<file path="src/rtl/srt4_div_ctrl_if.sv">
// srt4_div_ctrl_if
//   Operand/result handshake bundle for the radix-4 SRT divider sequencer.
//   master : operand producer / result consumer (drives in_valid, dividend,
//            divisor, out_ready)
//   slave  : the sequencer (drives in_ready, out_valid, quotient, remainder,
//            div_by_zero)
// Parameter WIDTH : operand width in bits.
interface srt4_div_ctrl_if #(
   parameter int WIDTH = 8
);
   logic             in_valid;
   logic             in_ready;
   logic [WIDTH-1:0] dividend;
   logic [WIDTH-1:0] divisor;
   logic             out_valid;
   logic             out_ready;
   logic [WIDTH-1:0] quotient;
   logic [WIDTH-1:0] remainder;
   logic             div_by_zero;

   modport master (
      output in_valid, dividend, divisor, out_ready,
      input  in_ready, out_valid, quotient, remainder, div_by_zero
   );

   modport slave (
      input  in_valid, dividend, divisor, out_ready,
      output in_ready, out_valid, quotient, remainder, div_by_zero
   );
endinterface

</file>
<file path="src/rtl/srt4_div_ctrl.sv">
// srt4_div_ctrl
//   Sequencer for an iterative unsigned radix-4 SRT divider. Normalises the
//   divisor, feeds an external quotient-digit selection table (funtable) with
//   divisor/partial-remainder estimates, accumulates digits on the fly,
//   corrects the last digit and returns floor(x/d) and x mod d.
// Ports
//   clk, rst   : clock, synchronous active-high reset
//   bus        : srt4_div_ctrl_if.slave operand/result handshake
//   tbl_b      : top 4 bits of the normalised divisor (1.bbb, 8..15)
//   tbl_p      : truncated 4w estimate, signed, 3 int + 2 frac bits
//   tbl_q      : selected digit from the table, signed -2..+2
//   err        : sticky table/bound error
// Build option
//   SRT4_TBL_CHECK_EN : when defined, err flags illegal digit codes and
//   residuals that leave |w| <= (2/3)d_n during ITER. Otherwise err is 0.
//
// state | meaning
// IDLE  | waiting for operands, in_ready high
// NORM  | normalise divisor, load residual, clear digit registers
// ITER  | K digit-selection cycles
// CORR  | fix last negative digit, scale quotient, form remainder
// DONE  | result presented until out_ready
module srt4_div_ctrl #(
   parameter int WIDTH = 8
) (
   input  logic                  clk,
   input  logic                  rst,
   srt4_div_ctrl_if.slave        bus,
   output logic [3:0]            tbl_b,
   output logic [5:0]            tbl_p,
   input  logic [2:0]            tbl_q,
   output logic                  err
);

   localparam int K  = WIDTH / 2 + 2;
   localparam int RW = WIDTH + 4;
   localparam int SW = $clog2(WIDTH);
   localparam int HW = $clog2(WIDTH + 2);
   localparam int CW = $clog2(K + 1);

   typedef enum logic [2:0] {IDLE, NORM, ITER, CORR, DONE} state_t;

   state_t           state;
   logic [WIDTH-1:0] x_r;
   logic [WIDTH-1:0] d_r;
   logic [WIDTH-1:0] dn_r;
   logic [HW-1:0]    sh_r;
   logic [RW-1:0]    w_r;
   logic [RW-1:0]    q_r;
   logic [RW-1:0]    qm_r;
   logic [CW-1:0]    cnt_r;

   logic [SW-1:0]    s_c;
   logic [RW-1:0]    dnx;
   logic [RW-1:0]    qd;
   logic [RW-1:0]    w_next;
   logic [RW-1:0]    base;
   logic [RW-1:0]    q_next;
   logic [RW-1:0]    qm_next;
   logic [RW-1:0]    qf;
   logic [WIDTH-1:0] qt;
   logic [WIDTH-1:0] rem_c;

   function automatic logic [SW-1:0] lzc(input logic [WIDTH-1:0] v);
      logic [SW-1:0] n;
      logic          found;
      n     = '0;
      found = 1'b0;
      for (int i = WIDTH - 1; i >= 0; i--) begin
         if (!found) begin
            if (v[i]) found = 1'b1;
            else      n = n + SW'(1);
         end
      end
      return n;
   endfunction

   // The residual w carries WIDTH+2 fraction bits: with d_n read as 1.xxx
   // (unit 2^-(WIDTH-1)), x/8 lands exactly on the integer x, so the dividend
   // is loaded without losing bits. 4w of the top six residual bits then
   // reads as sign + 3 int + 2 frac.
   assign tbl_b = dn_r[WIDTH-1 -: 4];
   assign tbl_p = w_r[RW-1 -: 6];

   always_comb begin
      s_c  = lzc(d_r);
      dnx  = {1'b0, dn_r, 3'b000};
      qd   = '0;
      case (tbl_q)
         3'b000: qd = '0;
         3'b001: qd = dnx;
         3'b010: qd = dnx << 1;
         3'b011: qd = dnx + (dnx << 1);
         3'b100: qd = -(dnx << 2);
         3'b101: qd = -(dnx + (dnx << 1));
         3'b110: qd = -(dnx << 1);
         3'b111: qd = -dnx;
         default: qd = '0;
      endcase
      w_next  = {w_r[RW-3:0], 2'b00} - qd;
      // On-the-fly conversion: for q>=0 the new digit q, for q<0 the digit
      // 4+q; in both cases that is just the low two bits of tbl_q. QM is
      // always Q-1.
      base    = tbl_q[2] ? qm_r : q_r;
      q_next  = {base[RW-3:0], tbl_q[1:0]};
      qm_next = q_next - RW'(1);
      qf      = w_r[RW-1] ? qm_r : q_r;
      qt      = WIDTH'(qf >> sh_r);
      rem_c   = x_r - qt * d_r;
   end

   always_ff @(posedge clk) begin
      if (rst) begin
         state           <= IDLE;
         bus.in_ready    <= 1'b1;
         bus.out_valid   <= 1'b0;
         bus.quotient    <= '0;
         bus.remainder   <= '0;
         bus.div_by_zero <= 1'b0;
         x_r             <= '0;
         d_r             <= '0;
         dn_r            <= '0;
         sh_r            <= '0;
         w_r             <= '0;
         q_r             <= '0;
         qm_r            <= '0;
         cnt_r           <= '0;
      end else begin
         case (state)
            IDLE: begin
               if (bus.in_valid) begin
                  x_r          <= bus.dividend;
                  d_r          <= bus.divisor;
                  bus.in_ready <= 1'b0;
                  state        <= NORM;
               end
            end
            NORM: begin
               dn_r  <= d_r << s_c;
               sh_r  <= HW'(WIDTH + 1) - HW'(s_c);
               w_r   <= {4'b0000, x_r};
               q_r   <= '0;
               qm_r  <= '0;
               cnt_r <= CW'(K - 1);
               // A zero divisor skips the iterations; CORR loads the fixed
               // result so out_valid follows the accept by two cycles.
               state <= (d_r == '0) ? CORR : ITER;
            end
            ITER: begin
               w_r   <= w_next;
               q_r   <= q_next;
               qm_r  <= qm_next;
               cnt_r <= cnt_r - CW'(1);
               if (cnt_r == '0) state <= CORR;
            end
            CORR: begin
               if (d_r == '0) begin
                  bus.quotient    <= '1;
                  bus.remainder   <= x_r;
                  bus.div_by_zero <= 1'b1;
               end else begin
                  bus.quotient    <= qt;
                  bus.remainder   <= rem_c;
                  bus.div_by_zero <= 1'b0;
               end
               bus.out_valid <= 1'b1;
               state         <= DONE;
            end
            DONE: begin
               if (bus.out_ready) begin
                  bus.out_valid <= 1'b0;
                  bus.in_ready  <= 1'b1;
                  state         <= IDLE;
               end
            end
            default: begin
               bus.in_ready  <= 1'b1;
               bus.out_valid <= 1'b0;
               state         <= IDLE;
            end
         endcase
      end
   end

`ifdef SRT4_TBL_CHECK_EN
   // Bound check runs on a residual wide enough that a bad digit cannot wrap
   // an out-of-range value back into range.
   localparam int XW = WIDTH + 10;

   logic [XW-1:0] chk_fw;
   logic [XW-1:0] chk_dn;
   logic [XW-1:0] chk_qd;
   logic [XW-1:0] chk_w;
   logic [XW-1:0] chk_mag;
   logic          chk_bad;

   always_comb begin
      chk_fw = {{4{w_r[RW-1]}}, w_r, 2'b00};
      chk_dn = {7'b0000000, dn_r, 3'b000};
      chk_qd = '0;
      case (tbl_q)
         3'b000: chk_qd = '0;
         3'b001: chk_qd = chk_dn;
         3'b010: chk_qd = chk_dn << 1;
         3'b011: chk_qd = chk_dn + (chk_dn << 1);
         3'b100: chk_qd = -(chk_dn << 2);
         3'b101: chk_qd = -(chk_dn + (chk_dn << 1));
         3'b110: chk_qd = -(chk_dn << 1);
         3'b111: chk_qd = -chk_dn;
         default: chk_qd = '0;
      endcase
      chk_w   = chk_fw - chk_qd;
      chk_mag = chk_w[XW-1] ? -chk_w : chk_w;
      chk_bad = (chk_mag + (chk_mag << 1)) > (chk_dn << 1);
   end

   always_ff @(posedge clk) begin
      if (rst) begin
         err <= 1'b0;
      end else if (state == ITER &&
                   ((tbl_q inside {3'b011, 3'b100, 3'b101}) || chk_bad)) begin
         err <= 1'b1;
      end
   end
`else
   assign err = 1'b0;
`endif

endmodule
</file>
<file path="src/flat_wrapper.sv">
// flat-port wrapper written by rule: the top's interface ports become plain ports
module srt4_div_ctrl_flat 
#(
   parameter int WIDTH = 8
)
  (clk, rst, tbl_b, tbl_p, tbl_q, err, bus_in_valid, bus_dividend, bus_divisor, bus_out_ready, bus_in_ready, bus_out_valid, bus_quotient, bus_remainder, bus_div_by_zero);
  srt4_div_ctrl_if #(.WIDTH(WIDTH)) bus_i ();
  input  logic clk;
  input  logic rst;
  output logic [3:0] tbl_b;
  output logic [5:0] tbl_p;
  input  logic [2:0] tbl_q;
  output logic err;
  input wire logic [$bits(bus_i.in_valid)-1:0] bus_in_valid;
  input wire logic [$bits(bus_i.dividend)-1:0] bus_dividend;
  input wire logic [$bits(bus_i.divisor)-1:0] bus_divisor;
  input wire logic [$bits(bus_i.out_ready)-1:0] bus_out_ready;
  output wire logic [$bits(bus_i.in_ready)-1:0] bus_in_ready;
  output wire logic [$bits(bus_i.out_valid)-1:0] bus_out_valid;
  output wire logic [$bits(bus_i.quotient)-1:0] bus_quotient;
  output wire logic [$bits(bus_i.remainder)-1:0] bus_remainder;
  output wire logic [$bits(bus_i.div_by_zero)-1:0] bus_div_by_zero;
  assign bus_i.in_valid = bus_in_valid;
  assign bus_i.dividend = bus_dividend;
  assign bus_i.divisor = bus_divisor;
  assign bus_i.out_ready = bus_out_ready;
  assign bus_in_ready = bus_i.in_ready;
  assign bus_out_valid = bus_i.out_valid;
  assign bus_quotient = bus_i.quotient;
  assign bus_remainder = bus_i.remainder;
  assign bus_div_by_zero = bus_i.div_by_zero;
  srt4_div_ctrl #(.WIDTH(WIDTH)) u_core (.clk(clk), .rst(rst), .bus(bus_i), .tbl_b(tbl_b), .tbl_p(tbl_p), .tbl_q(tbl_q), .err(err));
endmodule
</file>
<file path="config.mk">
export PLATFORM = sky130hd
export DESIGN_NAME = srt4_div_ctrl_flat
export DESIGN_NICKNAME = d
export VERILOG_FILES = /design/src/rtl/srt4_div_ctrl_if.sv /design/src/rtl/srt4_div_ctrl.sv /design/src/flat_wrapper.sv
export SDC_FILE = /design/constraint.sdc
export NUM_CORES = 1
export LEC_CHECK = 0
export ABC_CLOCK_PERIOD_IN_PS = 16250
export CELL_PAD_IN_SITES_DETAIL_PLACEMENT = 0
export CELL_PAD_IN_SITES_GLOBAL_PLACEMENT = 1
export CORE_MARGIN = 2
export CORE_UTILIZATION = 35
export DETAILED_ROUTE_END_ITERATION = 8
export PLACE_DENSITY_LB_ADDON = 0.1
export SYNTH_ARGS = -nofsm -noshare
export SYNTH_HDL_FRONTEND = slang
export SYNTH_SLANG_ARGS = --single-unit
</file>
<file path="constraint.sdc">
create_clock -name clk -period 16.25 [get_ports clk]
set_clock_uncertainty 0.1 [all_clocks]
set_input_delay 2.4375 -clock clk [delete_from_list [all_inputs] [get_ports clk]]
set_output_delay 2.4375 -clock clk [all_outputs]
set_load 0.01 [all_outputs]
</file>
==> results of run 1 <==
==> layer usage <==
metal / vias up / global-route usage / routed length (µm) / share of wire
li1: 3175 / - / - / -
met1: 3107 / 0.258 / 9760 / 0.48
met2: 134 / 0.321 / 9800 / 0.48
met3: 18 / 0.0315 / 697 / 0.034
met4: 0 / 0.0505 / 269 / 0.013
met5: - / 0 / 0 / 0
==> final timing paths <==
| path | startpoint | end | slack, ps |
|---|---|---|---|
| worst max-delay path | u_core.w_r[11] | u_core.bus.remainder[7] | 9980 |
| worst max register to register | u_core.w_r[11] | u_core.bus.remainder[7] | 9980 |
| worst min register to register | u_core.bus.div_by_zero | u_core.bus.div_by_zero | 360 |
| worst min-delay path | u_core.bus.div_by_zero | u_core.bus.div_by_zero | 360 |
==> sequential cells by signal, summed over array words and instances (netlist names), 4 cells and up <==
signal                flops
u_core.bus.quotient       8
u_core.bus.remainder      8
u_core.d_r                8
u_core.dn_r               8
u_core.q_r               12
u_core.qm_r              12
u_core.sh_r               4
u_core.w_r               12
u_core.x_r                8
==> cell type report <==
class | count | area, µm²
antenna | 1 | 2.50
timing repair buffer | 60 | 573
multi-input combinational | 704 | 5050
inverter | 52 | 195
clock inverter | 5 | 60.1
clock buffer | 11 | 253
sequential | 89 | 1780
tap | 270 | 338
fill | 2093 | 12200
==> power groups by stage <==
stage / logic [mW] / clock network, mW / registers [mW]
after detailed placement: 0.520 / 0 / 0.288
after floorplan: 0.424 / 0 / 0.263
after global placement: 0.514 / 0 / 0.288
final: 0.522 / 0.221 / 0.283
after global routing: 0.587 / 0.236 / 0.288
after CTS: 0.524 / 0.229 / 0.283
==> worst max-delay path: stages (launching register included) <==
cell and delay [ps]:
dfxtp_1 950, mux2i_1 330, mux4_2 550, and2_1 190, a211oi_2 330, and2_1 200, fa_1 470, fa_1 560
fa_1 450, fa_1 560, inv_1 40, ha_1 320, a21oi_1 140, o21ai_0 120, xnor3_1 370, xnor2_1 150
xnor2_1 140, o41ai_2 200
==> metrics by stage <==
step / util / instance area (µm²)
2_1_floorplan: - / 7350
3_3_place_gp: 0.389 / 7940
3_5_place_dp: 0.389 / 7940
4_1_cts: 0.404 / 8250
5_1_grt: 0.404 / 8250
6_report: 0.404 / 8260
==> cell families after synthesis <==
group / share of synthesized area
and+or+nand+nor: 0.199
xor gates and xnor gates: 0.0681
other: 0.000510
adders and majority gates: 0.147
muxes: 0.0848
DFF: 0.243
AOI/OAI and AO/OA: 0.187
buffers and inverters: 0.0712
==> layout by cell type, fill, tap and decap left out, types with 5 or more instances in the layout <==
cell type        Yosys  routed
a211oi_1             7       7
nand3_1             18      18
xor2_1              14      14
a21oi_1             58      58
or2_2                5       5
o21a_1               8       8
nand2b_1            15      15
a31oi_1              8       8
and2_1              18      18
mux2_2              12      12
or3_1                5       5
dfxtp_1             89      89
nor3_1              26      26
nor2_1              97      95
o22ai_1              7       7
nor2b_1             17      17
a22oi_1             28      28
and3_1               6       6
o21ai_0             30      30
inv_1               49      49
mux4_2               8       8
a221oi_1             8       8
fa_1                17      17
clkdlybuf4s50_1      0      50
xnor2_1             38      38
ha_1                59      59
buf_4               12       9
mux2i_1             27      27
nand2_1            100     100
a311oi_1             8       8
a21o_1               8       8
clkbuf_16            0       9
==> run metrics, run 1 <==
outcome completed; Setup Crit Path Kind flip-flop to flip-flop; number of flops mapped to enable cells by yosys 0; maximum number of pins on one net before global-route repair 83; Yosys top cell area share 0.243; overall fraction of global-route tracks in use 0.192; number of placement rows 52; worst rel slew slack 0.362; top_reg_cell synth dfxtp_1; Fin Setup TNS 0 ps; Syn. warnings 0; number of different library cells in the post-synthesis netlist 73; max-cap violation count 0; PortBufs 51; total of hold buffers inserted after clock tree synthesis 0; detail-routed via count per cell 5.40; total power per unit cell area 124 nW/µm²; effective utilization at floorplan 0.360; Worst Setup Start Kind flip-flop; first-pass GRT wire length 33.8 mm; number of cells upsized or downsized after cts 0; synth cell count leaders nand2_1, nor2_1, dfxtp_1; fraction of the yosys area taken by sequential cells 0.243; routability congestion estimate 0.873; largest area contributor in the synthesized netlist dfxtp_1; setup slack at placement 10000 ps; die footprint 22200 µm²; vias post-DR 6434; maximum vdd ir drop 53.3 µV; design internal power 595 µW; worst-case hold slack 362 ps; Post CTS Setup Buffer Count 0; per-instance average area after synthesis 8.06 µm²; Reg power frac 0.276; maximum level of the CTS H-tree 3; final worst path period share 0.386; post-synthesis cell area 7350 µm²; remaining global-route overflow 0; die height 149 µm; required time reported for the critical path endpoint 16400 ps; Root Buffer Master clkbuf_16; area overhead of the layout relative to synthesis 12.4%; post-route minimum period 6270 ps; drt wl/cell 17.2 µm; estimated wirelength of the detail-placed design 15.0 mm; Clk network pwr share 0.216; clock sink count 89; CTS Buf Count 9; count of mapped cells out of synthesis 911; number of optimization iterations in the first detailed-route pass 5; most used standard cell by instance count after synthesis nand2_1; vias in the first global route 6293; fraction of layout instances using a drive strength above 1 0.0695; Max FO, Critical Path 20; NetSw 431 µW; setup repair after global routing missed its margin no; cell depth of the worst min-delay path 2; Inst Count DP 1175; standard cell core area 20400 µm²; clock transition at the registers of the reported paths 70 ps; number of failing hold endpoints at the final stage 0; timing-limited maximum frequency 159 MHz; number of nets still failing antenna checks after routing 0; final count of pins violating max slew 0; Final Total Pwr 1.03 mW; slew of the pin with the lowest slew margin 956 ps; total detailed-routing wirelength 20.5 mm; number of nets in the finished design 1015; switching share of power 0.420; Post-Syn Nets 1010; logic depth of the worst register-to-register path 17; detailed router's first-iteration violation count 392; Setup Viol. Count Final 0; number of antenna violations at the first check in global routing 1; post-route worst setup slack 9980 ps; CP arrival 6420 ps; clock insertion delay at the later pin of the skew report 350 ps; top cells by area in the synthesized netlist dfxtp_1, ha_1, nand2_1, nor2_1, fa_1; post-route DRC violation count 0; I/O pin count 53; min-delay worst type flip-flop to flip-flop; worst-case clock buffer depth 2; number of synthesized register bits 89; die width 149 µm; portion of total power attributed to combinational logic 0.509; CP Capture Type flip-flop; ys async rst share 0; static leakage 3.21 nW; clock tree from TritonCTS yes; Layout Cells excl Fill 1192
Power figures use the tool's default switching activity.
==> run 2, diff against run 1 <==
--- a/config.mk
+++ b/config.mk
@@ -5,7 +5,7 @@
 export SDC_FILE = /design/constraint.sdc
 export NUM_CORES = 1
 export LEC_CHECK = 0
-export ABC_CLOCK_PERIOD_IN_PS = 16250
+export ABC_CLOCK_PERIOD_IN_PS = 6500
 export CELL_PAD_IN_SITES_DETAIL_PLACEMENT = 0
 export CELL_PAD_IN_SITES_GLOBAL_PLACEMENT = 1
 export CORE_MARGIN = 2
==> constraint.sdc (replaced) <==
create_clock -name clk -period 6.5 [get_ports clk]
set_clock_uncertainty 0.1 [all_clocks]
set_input_delay 0.975 -clock clk [delete_from_list [all_inputs] [get_ports clk]]
set_output_delay 0.975 -clock clk [all_outputs]
set_load 0.01 [all_outputs]
==> run 2 against run 1 <==
  * Count of clock-buffer cells in the layout is 2 lower
  * Clock power grew to 2.7 times the previous value
  * Core utilization increased by 0.28 points
==> run metrics, run 2 (synthesis results as in run 1) <==
detailed router's first-iteration violation count 285; setup repair after global routing missed its margin no; total of hold buffers inserted after clock tree synthesis 0; CTS Buf Count 9; clock sink count 89; drt wl/cell 17.1 µm; final worst path period share 0.932; setup slack at placement 210 ps; Setup Viol. Count Final 0; total detailed-routing wirelength 20.4 mm; Layout Cells excl Fill 1193; remaining global-route overflow 0; number of cells upsized or downsized after cts 0; cell depth of the worst min-delay path 2; Worst Setup Start Kind flip-flop; clock tree from TritonCTS yes; number of optimization iterations in the first detailed-route pass 5; PortBufs 51; maximum vdd ir drop 139 µV; most common cell after layout, fill and taps aside nand2_1; max-cap violation count 0; first-pass GRT wire length 33.8 mm; Final Instance Area 8310 µm²; logic depth of the worst register-to-register path 18; Root Buffer Master clkbuf_16; total power per unit cell area 316 nW/µm²; maximum level of the CTS H-tree 3; number of nets still failing antenna checks after routing 0; vias in the first global route 6484; die width 149 µm; maximum number of pins on one net before global-route repair 83; estimated wirelength of the detail-placed design 15.2 mm; number of placement rows 52; portion of total power attributed to combinational logic 0.503; worst-case hold slack 369 ps; count of antenna diodes in the layout 0; post-route worst setup slack 440 ps; die footprint 22200 µm²; Setup Crit Path Kind flip-flop to flip-flop; fraction of layout instances using a drive strength above 1 0.0726; standard cell core area 20400 µm²; area overhead of the layout relative to synthesis 13.2%; timing-limited maximum frequency 165 MHz; post-route DRC violation count 0; worst-case clock buffer depth 2; Reg power frac 0.267; worst rel slew slack 0.381; static leakage 3.24 nW; post-route minimum period 6060 ps; Largest regs u_core.q_r x12, u_core.qm_r x12, u_core.w_r x12; Clk network pwr share 0.230; NetSw 1.08 mW; Max FO, Critical Path 13; min-delay worst type flip-flop to flip-flop; I/O pin count 53; routability congestion estimate 0.876; switching share of power 0.410; Inst Count DP 1179; CP arrival 6210 ps; effective utilization at floorplan 0.360; outcome completed; commonest cells after routing, fill and taps aside nand2_1, nor2_1, dfxtp_1; number of failing hold endpoints at the final stage 0; number of nets in the finished design 1019; slew of the pin with the lowest slew margin 928 ps; required time reported for the critical path endpoint 6650 ps; CP Capture Type flip-flop; overall fraction of global-route tracks in use 0.191; vias post-DR 6365; die height 149 µm; design internal power 1.55 mW; clock insertion delay at the later pin of the skew report 350 ps; Post CTS Setup Buffer Count 0; final count of pins violating max slew 0; detail-routed via count per cell 5.34; Fin Setup TNS 0 ps; number of antenna violations at the first check in global routing 0; clock transition at the registers of the reported paths 70 ps; area after detailed placement 7970 µm²
[run 2: cell count changes in the layout (fill, tap and decap cells not counted), sizes merged]
cell,change
buf,+4
bufinv,+2
clkbuf,-2
diode,-1
inv,-2
[run 2: final timing paths]
kind / slack [ps] / from / endpoint
worst max-delay path: 440 / u_core.w_r[11] / u_core.bus.remainder[7]
worst min-delay path: 370 / u_core.bus.remainder[0] / u_core.bus.remainder[0]
worst max register to register: 440 / u_core.w_r[11] / u_core.bus.remainder[7]
worst min register to register: 370 / u_core.bus.remainder[0] / u_core.bus.remainder[0]
[run 2: metrics by stage]
| step | util | total power [mW] |
|---|---|---|
| after floorplan | - | 1.72 |
| after global placement | 0.390 | 2.00 |
| after detailed placement | 0.390 | 2.03 |
| after CTS | 0.406 | 2.64 |
| after global routing | 0.407 | 2.84 |
| final | 0.407 | 2.63 |
[run 2: per-layer routing]
metal	GRT usage	up-vias	part of all wire
met5	0	-	0
met4	0.0452	0	0.016
met3	0.0300	20	0.036
met2	0.331	129	0.47
met1	0.250	3035	0.47
li1	-	3181	-
[run 2: cell type report]
cell class	count	area [µm²]
clock buffers	9	225
clock inverters	5	106
fillers	2125	12100
inverters	52	195
multi-input cells	704	5060
flip-flops and latches	89	1780
well taps	270	338
repair buffers	64	603
[run 2: power by group through the flow]
| stage | Sequential, mW | Clock (mW) | Combinational, mW |
|---|---|---|---|
| after floorplan | 0.657 | 0 | 1.06 |
| after global placement | 0.714 | 0 | 1.29 |
| after detailed placement | 0.715 | 0 | 1.31 |
| after CTS | 0.703 | 0.618 | 1.32 |
| after global routing | 0.714 | 0.639 | 1.49 |
| final | 0.702 | 0.605 | 1.32 |
[run 2: critical path, stage by stage, from the launching register on]
cell and delay, ps:
dfxtp_1 720, buf_4 250, mux4_2 300, a22oi_1 320, mux2i_1 150, a21oi_2 390
nor2_1 140, fa_1 480, fa_1 580, fa_1 450, fa_1 550, inv_1 40
ha_1 320, nand2_1 60, o21ai_0 230, xnor3_1 380, xnor2_1 190, xnor2_1 100
o41ai_2 210
==> run 3, diff against run 2 <==
--- a/config.mk
+++ b/config.mk
@@ -5,6 +5,7 @@
 export SDC_FILE = /design/constraint.sdc
 export NUM_CORES = 1
 export LEC_CHECK = 0
+export ABC_AREA = 1
 export ABC_CLOCK_PERIOD_IN_PS = 6500
 export CELL_PAD_IN_SITES_DETAIL_PLACEMENT = 0
 export CELL_PAD_IN_SITES_GLOBAL_PLACEMENT = 1
==> run 3 against run 2 <==
  * Fmax rose by 10%
  * Sequential power rose by 9.4%
  * Sequential cell count did not move
  * Critical endpoint unchanged
  * Hold slack got worse by 3.7 ps
  * First-iteration DRC count rose by 12%
  * Register-to-register slack improved by 550 ps
  * Critical path type unchanged
  * Cell area fell by 0.36%
  * Via count rose by 8.7%
==> run metrics, run 3 <==
number of different library cells in the post-synthesis netlist 50; drt wl/cell 16.0 µm; clock sink count 89; Setup Crit Path Kind flip-flop to flip-flop; largest area contributor in the synthesized netlist dfxtp_1; Post CTS Setup Buffer Count 0; static leakage 3.77 nW; count of antenna diodes in the layout 0; setup repair after global routing missed its margin no; design internal power 1.94 mW; Fin Setup TNS 0 ps; Buf/Inv on CP 5; worst-case clock buffer depth 2; slew of the pin with the lowest slew margin 948 ps; Inst Count DP 1351; outcome completed; post-synthesis cell area 7280 µm²; logic depth of the worst register-to-register path 28; number of synthesized register bits 89; NetSw 2.07 mW; final count of pins violating max slew 0; vias post-DR 6918; Max FO, Critical Path 15; most common cell after layout, fill and taps aside nand2_1; number of placement rows 52; max-cap violation count 0; total power per unit cell area 484 nW/µm²; maximum level of the CTS H-tree 3; total detailed-routing wirelength 21.9 mm; I/O pin count 53; per-instance average area after synthesis 6.81 µm²; effective utilization at floorplan 0.358; Worst Setup Start Kind flip-flop; total of hold buffers inserted after clock tree synthesis 0; Root Buffer Master clkbuf_16; CP arrival 5630 ps; min-delay worst type flip-flop to flip-flop; clock insertion delay at the later pin of the skew report 360 ps; first-pass GRT wire length 35.6 mm; depth of the critical timing path with buffers and inverters included 28; PortBufs 51; Largest regs u_core.q_r x12, u_core.qm_r x12, u_core.w_r x12; clock transition at the registers of the reported paths 80 ps; Final Total Pwr 4.01 mW; area after detailed placement 7960 µm²; startpoint of the worst setup timing path u_core.w_r[11]; CTS Buf Count 9; portion of total power attributed to combinational logic 0.665; Layout Cells excl Fill 1367; switching share of power 0.516; slowest stage cell on the critical path dfxtp_1; detail-routed via count per cell 5.06; Worst Min Path Start u_core.w_r[0]; final worst path period share 0.847; die width 148 µm; number of antenna violations at the first check in global routing 0; number of flops mapped to enable cells by yosys 0; Final Instance Area 8280 µm²; routability congestion estimate 0.847; most used standard cell by instance count after synthesis nand2_1; reg-to-reg critical path startpoint u_core.w_r[11]; worst-case hold slack 365 ps; overall fraction of global-route tracks in use 0.204; maximum number of pins on one net before global-route repair 45; die footprint 22000 µm²; area overhead of the layout relative to synthesis 13.8%; Yosys top cell area share 0.245; number of optimization iterations in the first detailed-route pass 6; number of failing hold endpoints at the final stage 0; worst rel slew slack 0.367; die height 148 µm; post-route DRC violation count 0; detailed router's first-iteration violation count 319; standard cell core area 20300 µm²; top cells by area in the synthesized netlist dfxtp_1, nand2_1, ha_1, inv_1, a21oi_1; fraction of the yosys area taken by sequential cells 0.245; most used cell, CP nand2_1; fraction of layout instances using a drive strength above 1 0.0547; synth cell count leaders nand2_1, inv_1, a21oi_1; vias in the first global route 6677; crit-path leading delay family adder cells; commonest cells after routing, fill and taps aside nand2_1, inv_1, a21oi_1; count of mapped cells out of synthesis 1069; number of nets in the finished design 1191; top_reg_cell synth dfxtp_1; number of nets still failing antenna checks after routing 0; setup slack at placement 987 ps; Syn. warnings 0; Setup Viol. Count Final 0; number of cells upsized or downsized after cts 0; cell depth of the worst min-delay path 2; estimated wirelength of the detail-placed design 16.9 mm; timing-limited maximum frequency 182 MHz; maximum vdd ir drop 230 µV; ys async rst share 0; Clk network pwr share 0.143; Post-Syn Nets 1168; Reg power frac 0.191; Post-Route Utilization 0.408; post-route worst setup slack 993 ps; required time reported for the critical path endpoint 6620 ps; clock tree from TritonCTS yes; post-route minimum period 5510 ps; CP Capture Type flip-flop; remaining global-route overflow 0; Critical Path Max Stage Delay 590 ps
run 3: cell types whose count changed in the layout (fill, tap and decap cells not counted), moves of 27 or more:
cell     before  now
nand3_1      18   94
inv_1        49  152
o21ai_0      29   79
mux2i_1      27    0
a21oi_1      58  105
nor2_1       95   68
nand2_1     100  204
xnor2_1      38    8
run 3: cell families after synthesis:
logic type,synth area share
simple gates,0.255
fa+ha+maj,0.148
other cells,0.000515
flops,0.245
buf+inv,0.116
xor+xnor,0.0408
compound gates,0.194
run 3: worst min-delay path, stage by stage (launching register included):
cell	delay (ps)
dfxtp_1	310
nand2_1	60
a21oi_1	50
run 3: final timing paths:
check / slack [ps] / endpoint
max: 990 / u_core.bus.remainder[7]
min: 370 / u_core.w_r[0]
max reg2reg: 990 / u_core.bus.remainder[7]
min reg2reg: 370 / u_core.w_r[0]
run 3: final cells by class:
class,count,area (µm²)
Fill cell,2197,12000
Clock buffer,9,225
Clock inverter,7,95.1
Multi-Input combinational cell,769,4660
Sequential cell,89,1780
Tap cell,270,338
Inverter,165,624
Timing Repair Buffer,58,558
run 3: power groups by stage:
stage	sequential, mW	combinational (mW)	clock (mW)
2_1_floorplan	0.727	2.08	0
3_3_place_gp	0.783	2.69	0
3_5_place_dp	0.781	2.68	0
4_1_cts	0.770	2.70	0.588
5_1_grt	0.786	3.06	0.607
6_report	0.768	2.67	0.574
run 3: layer usage:
| layer | track usage | vias up | wire [µm] |
|---|---|---|---|
| met2 | 0.340 | 120 | 10200 |
| met5 | 0 | - | 0 |
| met4 | 0.0705 | 0 | 494 |
| li1 | - | 3581 | - |
| met3 | 0.0273 | 31 | 699 |
| met1 | 0.272 | 3186 | 10500 |
==> variant (settings of run 2) <==
Encoding of `state_t`: now one-hot (5 bits for 5 states).
--- a/src/rtl/srt4_div_ctrl.sv
+++ b/src/rtl/srt4_div_ctrl.sv
@@ -40,3 +40,3 @@
 
-   typedef enum logic [2:0] {IDLE, NORM, ITER, CORR, DONE} state_t;
+   typedef enum logic [4:0] {IDLE = 5'b00001, NORM = 5'b00010, ITER = 5'b00100, CORR = 5'b01000, DONE = 5'b10000} state_t;
 
Function: same outputs for any inputs over 4 cycles, from zero or initial values and one cycle with rst high; so few cycles prove little.
==> variant against run 2 <==
- worst setup slack gained 0.098 ns
- routed wire length rose by 3.6%
- via count increased by 0.31%
- design area shrank 1.0%
- sequential cell count grew 2
- area after synthesis down 0.36%
- power shrank 23%
- synthesized cell count down 1.4%
- largest cell class unchanged
- highest routed layer unchanged
==> variant: results <==
{
  "status": "completed",
  "pre_cts_slack_ns": 0.560,
  "grt_pass1_vias": 6287,
  "fmax_mhz": 168,
  "ys_seq_area_frac": 0.249,
  "slew_headroom": 0.216,
  "synth_area_leaders": "dfxtp_1, ha_1, nor2_1",
  "hpwl_um": 15800,
  "grt.total_usage": 0.196,
  "grt_max_degree": 48,
  "power.switching_uw": 780,
  "ir_worst_vdd_mv": 0.127,
  "clkPwrFrac": 0.259,
  "synth-compound-area-share": 0.185,
  "p_comb_frac": 0.421,
  "hold-worst-slack_ns": 0.367,
  "p_leak_uw": 0.00328,
  "fill_cells": 2057,
  "drt_iter0_markers": 323,
  "wl_met2_um": 10000,
  "wl_per_cell_um": 17.9,
  "max_stage_delay_ns": 0.68,
  "met1_usage": 0.266,
  "place.gp.congestion": 0.836,
  "synth_common_cells": "nor2_1, dfxtp_1, nand2_1, a21oi_1, ha_1",
  "post_route_cells_drive_above_1_share": 0.0679,
  "synth_nets": 996,
  "synth.distinct_cells": 74,
  "dr_wl_met3_um": 682,
  "grt_pass1_wl_um": 34000,
  "arrival_ns": 6.08,
  "yosys.area_share.adder": 0.146,
  "regToRegSetupSlack_ns": 0.54,
  "yosys.area_share.xor_xnor": 0.0638,
  "dpl_cell_area_um2": 7940
}
## variant: worst paths after layout
check | start | endpoint | cells after the start
worst min register to register | u_core.bus.remainder[0] | u_core.bus.remainder[0] | 2
worst min-delay path | u_core.bus.remainder[0] | u_core.bus.remainder[0] | 2
worst max register to register | u_core.sh_r[1] | u_core.bus.remainder[7] | 18
worst max-delay path | u_core.sh_r[1] | u_core.bus.remainder[7] | 18
## variant: stage by stage
stage | total power, uW | std cells
floorplan | 1290 | 898
global placement | 1490 | 1168
detailed placement | 1510 | 1168
CTS | 2040 | 1183
global route | 2170 | 1183
finish | 2020 | 1183
## variant: cell type report
cell class | instances | area share
clock inverters | 5 | 0.00669
clock buffers | 10 | 0.0278
well taps | 270 | 0.0411
inverters | 56 | 0.0256
repair buffers | 60 | 0.0697
multi-input cells | 691 | 0.608
flip-flops and latches | 91 | 0.221
